## config.mk

```make
export PLATFORM = sky130hd
export DESIGN_NAME = lab4_branch_branch_pred_ctrl
export DESIGN_NICKNAME = d
export VERILOG_FILES = /design/src/rtl/lab4_branch_branch_pred_ctrl.sv
export SDC_FILE = /design/constraint.sdc
export NUM_CORES = 1
export LEC_CHECK = 0
export CORE_MARGIN = 10
export CORE_UTILIZATION = 35
export DETAILED_ROUTE_END_ITERATION = 6
export HOLD_SLACK_MARGIN = 0.06
export PLACE_DENSITY = 0.67
export RECOVER_POWER = 25
export SYNTH_ARGS = -nofsm -noshare
export SYNTH_HDL_FRONTEND = slang
export SYNTH_SLANG_ARGS = --single-unit
```

## constraint.sdc

```tcl
create_clock -name clk -period 2.8 [get_ports clk]
set_clock_uncertainty 0.05 [all_clocks]
set_input_delay 0.7 -clock clk [delete_from_list [all_inputs] [get_ports clk]]
set_output_delay 0.7 -clock clk [all_outputs]
set_load 0.01 [all_outputs]
```

## src/rtl/lab4_branch_branch_pred_ctrl.sv

```systemverilog
// ---------------------------------------------------------------------------
// lab4_branch_branch_pred_ctrl
//
// Purpose: sits between instruction fetch and a gshare predictor. Fetch
// lookups are forwarded to the predictor and the prediction comes back as a
// registered response one cycle later. Every predicted branch is kept in a
// small in-flight queue until the back end resolves it. A resolve trains
// the predictor and pops the oldest entry. A wrong prediction pulses
// mispredict and flushes all younger entries.
//
// Ports:
//   clk, reset                  clock, asynchronous active-high reset
//   req_val/req_rdy/req_pc      fetch-side lookup request
//   resp_val/resp_rdy/resp_taken registered prediction response
//   resolve_val/resolve_rdy/resolve_taken  outcome of oldest in-flight branch
//   mispredict                  one-cycle pulse after a wrong prediction
//   pred_pc, pred_update_en, pred_update_val, pred_prediction
//                               shared port to the gshare predictor
//   num_branches, num_mispredicts  wrapping 32-bit statistics counters
//   o_dbg_count                 current queue occupancy (observation only)
//
// Handshakes: every channel uses strict valid/ready. A transfer happens on a
// rising clock edge where valid and ready are both 1. A producer holds valid
// and its payload stable until that transfer. The ready signals here depend
// on the opposite valid only where the predictor PC port is shared: a
// pending resolve takes the port, so req_rdy drops while resolve_val is high.
// ---------------------------------------------------------------------------
module lab4_branch_branch_pred_ctrl #(
    parameter int NUM_ENTRIES = 4
) (
    input  logic                          clk,
    input  logic                          reset,
    input  logic                          req_val,
    output logic                          req_rdy,
    input  logic [31:0]                   req_pc,
    output logic                          resp_val,
    input  logic                          resp_rdy,
    output logic                          resp_taken,
    input  logic                          resolve_val,
    output logic                          resolve_rdy,
    input  logic                          resolve_taken,
    output logic                          mispredict,
    output logic [31:0]                   pred_pc,
    output logic                          pred_update_en,
    output logic                          pred_update_val,
    input  logic                          pred_prediction,
    output logic [31:0]                   num_branches,
    output logic [31:0]                   num_mispredicts,
    output logic [$clog2(NUM_ENTRIES):0]  o_dbg_count
);

    localparam int PW = $clog2(NUM_ENTRIES);
    localparam int CW = PW + 1;
    localparam logic [CW-1:0] FULL_COUNT = CW'(NUM_ENTRIES);

    // In-flight queue storage: PC and the prediction that was handed out.
    logic [31:0]   r_pc   [NUM_ENTRIES];
    logic          r_pred [NUM_ENTRIES];

    logic [PW-1:0] r_head;
    logic [PW-1:0] r_tail;
    logic [CW-1:0] r_count;
    logic          r_resp_val;
    logic          r_resp_taken;
    logic          r_mispredict;
    logic [31:0]   r_num_branches;
    logic [31:0]   r_num_mispredicts;

    logic          w_req_fire;
    logic          w_resolve_fire;
    logic          w_resp_fire;
    logic          w_head_pred;
    logic          w_wrong;

    // A new request may only issue if the response slot will be free at the
    // next edge, so the registered response is never overwritten unseen.
    assign req_rdy     = (r_count < FULL_COUNT) && (!r_resp_val || resp_rdy) && !resolve_val;
    // Holding resolves off while a response is pending guarantees the branch
    // being resolved has already been seen by fetch.
    assign resolve_rdy = (r_count != '0) && !r_resp_val;

    assign w_req_fire     = req_val && req_rdy;
    assign w_resolve_fire = resolve_val && resolve_rdy;
    assign w_resp_fire    = r_resp_val && resp_rdy;

    assign w_head_pred = r_pred[r_head];
    assign w_wrong     = w_resolve_fire && (resolve_taken != w_head_pred);

    // The predictor PC port is shared: training uses the resolved branch's PC.
    assign pred_pc         = w_resolve_fire ? r_pc[r_head] : req_pc;
    assign pred_update_en  = w_resolve_fire;
    assign pred_update_val = w_resolve_fire && resolve_taken;

    assign resp_val        = r_resp_val;
    assign resp_taken      = r_resp_taken;
    assign mispredict      = r_mispredict;
    assign num_branches    = r_num_branches;
    assign num_mispredicts = r_num_mispredicts;
    assign o_dbg_count     = r_count;

    // Entry payload needs no reset: it is only read while count > 0.
    always_ff @(posedge clk) begin
        if (w_req_fire) begin
            r_pc[r_tail]   <= req_pc;
            r_pred[r_tail] <= pred_prediction;
        end
    end

    always_ff @(posedge clk or posedge reset) begin
        if (reset) begin
            r_head            <= '0;
            r_tail            <= '0;
            r_count           <= '0;
            r_resp_val        <= 1'b0;
            r_resp_taken      <= 1'b0;
            r_mispredict      <= 1'b0;
            r_num_branches    <= '0;
            r_num_mispredicts <= '0;
        end else begin
            r_mispredict <= w_wrong;

            // req fire and resolve fire never coincide (req_rdy needs !resolve_val).
            if (w_resolve_fire) begin
                r_num_branches <= r_num_branches + 32'd1;
                if (w_wrong) begin
                    // Everything younger was fetched down the wrong path.
                    r_num_mispredicts <= r_num_mispredicts + 32'd1;
                    r_head            <= '0;
                    r_tail            <= '0;
                    r_count           <= '0;
                end else begin
                    r_head  <= r_head + PW'(1);
                    r_count <= r_count - CW'(1);
                end
            end else if (w_req_fire) begin
                r_tail  <= r_tail + PW'(1);
                r_count <= r_count + CW'(1);
            end

            if (w_req_fire) begin
                r_resp_val   <= 1'b1;
                r_resp_taken <= pred_prediction;
            end else if (w_resp_fire) begin
                r_resp_val <= 1'b0;
            end
        end
    end

endmodule

```

==> results.txt <==
----------------------------------------------------
[Status]
  Outcome ... finished with violations
  Violations in the final reports ... negative setup slack

[Yosys]
  Count of distinct cell types in the synthesized netlist ... 37
  Sequential share of the synthesized area ... about two thirds
  EDFF count, synth ... approximately 130
  Fraction of registers with async set or reset after synthesis ... 35.9%
  Synth Net Count ... between 600 and 700
  Prevailing post-synth register cell ... sky130_fd_sc_hd__edfxtp_1
  Mux contribution to synthesized area ... a little under a tenth
  Combinational family with the most area after synthesis ... simple AND/OR/NAND/NOR gates
  Post-Synth Simple-Gate Area ... between 10% and 20%
  Compound-Gate Fraction of Synth Area ... less than 1%
  Combined area of all synthesized cells ... around 8600 um^2
  Number of warnings issued by yosys ... 0
  XOR/XNOR Fraction of Synth Area ... under 10%
  Adder-cell share of the synthesized area ... under 10%
  Instance count of the mapped netlist ... 596
  Post-Synthesis Mean Instance Area ... about 14 um^2
  Flop and latch count out of synthesis ... 206

[Critical path]
  Terminus of the critical flop-to-flop path ... r_tail[1]
  R2R setup slack ... ~0.44 ns
  Largest stage delay, worst path ... about 0.57 ns
  Cells on worst reg2reg path ... 13
  Worst Path Required ... approximately 2.1 ns
  Largest fanout on the critical path ... 6
  Arrival time at the worst endpoint ... 2.14 ns
  Startpoint of the lowest-slack register-to-register path ... o_dbg_count[0]
  Series of cell instances along the critical path ... buf_12, buf_12, buf_6, mux4_2, nand2_1, nand2_1, buf_2
  Standard cell with the maximum stage delay on the critical path ... sky130_fd_sc_hd__dfrtp_4
  Crit path capture type ... output port
  Worst Setup Start Kind ... flip-flop
  Category of the critical setup timing path ... flip-flop to output port

[Timing]
  Fmax ... 346 MHz
  RSZ-0062 raised after global routing ... yes
  Slew margin rel. ... 54.8%
  Number of max-slew violations in the final report ... 0
  Final critical-path setup slack ... -0.0899 ns
  Number of failing hold endpoints at the final stage ... 0
  Part of the cycle the worst path needs ... 103%
  Slew at the pin closest to its max-slew limit ... ~0.68 ns
  Minimum clock period ... approximately 2.9 ns
  # setup viols final ... 5

[CTS]
  TritonCTS Buffers ... 23
  Clock tree buffer depth ... 3
  CTS clock-pin slew for the worst setup and hold paths ... ~0.060 ns
  Clock insertion delay at the later pin of the skew report ... just over 0.5 ns
  CTS H-tree depth ... 1
  Library cell used as clock root buffer ... sky130_fd_sc_hd__clkbuf_16
  Hold-fix buffers, CTS ... 0
  Total clock sinks ... approximately 210
  CTS tree ... built

[Pwr]
  Max IR drop VDD ... between 0.3 and 0.4 mV
  Power density over the cells ... about 790 nW/um^2
  Total power ... 9.26 mW
  Cell-internal power ... about 6.6 mW
  Share of power burned in registers ... between 40% and 50%
  Net Sw Frac ... 28.9%
  Net switching power ... ~2.7 mW
  Leakage power ... 4.64 nW
  Combinational Power Share ... slightly above 30%
  Share of power burned in the clock network ... 29.5%

[Die]
  Chip Width ... 177 um
  Die height ... between 150 and 200 um
  Die Outline Area ... ~31000 um^2
  Core box area ... 24200 um^2
  # IOs ... roughly 150
  FP Rows ... 57
  Initial cell density of the core ... between 30 and 40%

[Global route]
  Global-route congestion overflow total ... 0
  Antenna violations before repair ... 1
  Global-route total usage across every layer ... about 13%
  First-pass GRT wire length ... between 30 and 40 mm
  Number of global-route vias before repair ... between 5000 and 6000
  Maximum number of pins on one net before global-route repair ... 36

[Drt]
  DRC violation count after routing ... 0
  Wire length per cell ... between 15 and 20 um
  Via/cell ratio ... about 4.7
  Starting DRT DRC Count ... between 200 and 300
  TritonRoute pass-1 iters ... 4
  Overall via count from detail_route ... roughly 5500
  Total wire length after detailed routing ... about 20 mm
  Antenna Violating Nets Remaining ... 0

[Worst hold path]
  Worst hold path cell count ... 1
  Hold Crit Start ... num_branches[31]
  Endpoint, Worst Hold ... num_branches[31]
  Worst hold path type ... flip-flop to flip-flop

[Final layout]
  Antenna cells ... 0
  Most common library cell in the layout ignoring fill and taps ... sky130_fd_sc_hd__edfxtp_1
  Total Nets Final ... around 870
  End-of-flow core utilization ... around 48%
  Area Growth Syn to Fin ... 36.6%
  Commonest non-fill, non-tap cells in the layout ... sky130_fd_sc_hd__edfxtp_1, sky130_fd_sc_hd__nand2_1, sky130_fd_sc_hd__clkdlybuf4s50_1, sky130_fd_sc_hd__dfrtp_1, sky130_fd_sc_hd__xnor2_1
  Layout cells sized above 1 ... 21.8%
  Post-layout instance count excluding filler cells ... approximately 1200

[Placed design]
  Cell total after placement ... 1102
  Buffers added on ports ... between 100 and 150
  Placed wire-length estimate after detailed placement ... between 10 and 15 mm
  Final GP Congestion ... 0.768

[Run]
  Maximum Capacitance Violations ... 0

----------------------------------------------------
## routing by layer
metal	global-route usage [%]	vias to the layer above	share of wire [%]
met3	2.43	25	4.1
met1	15.9	2702	42
met2	22.3	106	51
met4	3.43	0	2.2
li1	-	2628	-
met5	0	-	0
## synth_stat cells, types with 9 or more instances
cell type	count	area [um^2]
sky130_fd_sc_hd__edfxtp_1	132	3960
sky130_fd_sc_hd__dfrtp_1	74	1850
sky130_fd_sc_hd__nand3_1	22	110
sky130_fd_sc_hd__ha_1	9	113
sky130_fd_sc_hd__and3_1	15	93.8
sky130_fd_sc_hd__nor2_1	15	56.3
sky130_fd_sc_hd__xor2_1	17	149
sky130_fd_sc_hd__mux4_2	32	721
sky130_fd_sc_hd__xnor2_1	47	412
sky130_fd_sc_hd__nand4_1	22	138
sky130_fd_sc_hd__nand2_1	133	499
## area by class of cell
| class | instances | area, um^2 |
|---|---|---|
| clock buffer | 28 | 614 |
| clock inverter | 12 | 72.6 |
| fill | 2172 | 12500 |
| inverter | 9 | 36.3 |
| multi-input combinational | 362 | 2700 |
| sequential | 206 | 5820 |
| tap | 324 | 405 |
| timing repair buffer | 224 | 2110 |
## metrics by stage
stage	setup slack (ns)	hold slack (ns)	cell area (um^2)	setup TNS, ns
CTS	-0.163	0.426	11700	-2.31
finish	-0.0899	0.424	11800	-0.123
global route	-0.152	0.448	11800	-1.69
global placement	-0.450	0.412	10900	-14.59
floorplan	0.168	0.457	8600	0
detailed placement	-0.477	0.418	10900	-15.55
## registers in the layout, indices dropped and copies added (netlist names)
name	cells
mispredict	1
num_branches	32
num_mispredicts	32
o_dbg_count	3
r_head	2
r_pc	128
r_pred	4
r_tail	2
resp_taken	1
resp_val	1
## timing repair
item	CTS	global route
setup endpoints to repair	36	32
resized for setup	115	37
buffers inserted	11	11
gates cloned	2	1
pin swaps	13	14
## power groups by stage
stage | clock [mW] | sequential [mW] | combinational [mW]
after floorplan | 0 | 3.77 | 1.31
after global placement | 0 | 3.78 | 2.61
after detailed placement | 0 | 3.79 | 2.63
after CTS | 2.82 | 3.74 | 2.75
after global routing | 2.94 | 3.76 | 3.07
final | 2.73 | 3.73 | 2.80
## how the worst max path moves through the flow
stage | depth (start not counted) | slack (ns) | end | from
final | 7 | -0.09 | pred_pc[19] | r_head[0]
after global routing | 7 | -0.15 | pred_pc[19] | r_head[0]
after CTS | 5 | -0.16 | pred_pc[29] | r_head[0]
after detailed placement | 8 | -0.48 | pred_pc[26] | resolve_val
after global placement | 8 | -0.45 | pred_pc[23] | resolve_val
after floorplan | 1 | 0.17 | mispredict | reset
## logic make-up after synthesis
logic type / Yosys count
AO/OA/AOI/OAI: 8
XOR/XNOR: 64
adder cells (fa/ha/maj): 9
buffers and inverters: 28
flip-flops: 206
multiplexers: 38
AND/OR/NAND/NOR: 243
## worst max-delay path, delay by kind of cell (launching register included)
kind          cells  cell delay (ns)
mux               1             0.42
simple gates      2             0.11
flops             1             0.57
buf+inv           4             0.52
Note: power is estimated with default switching activity, not from simulation.
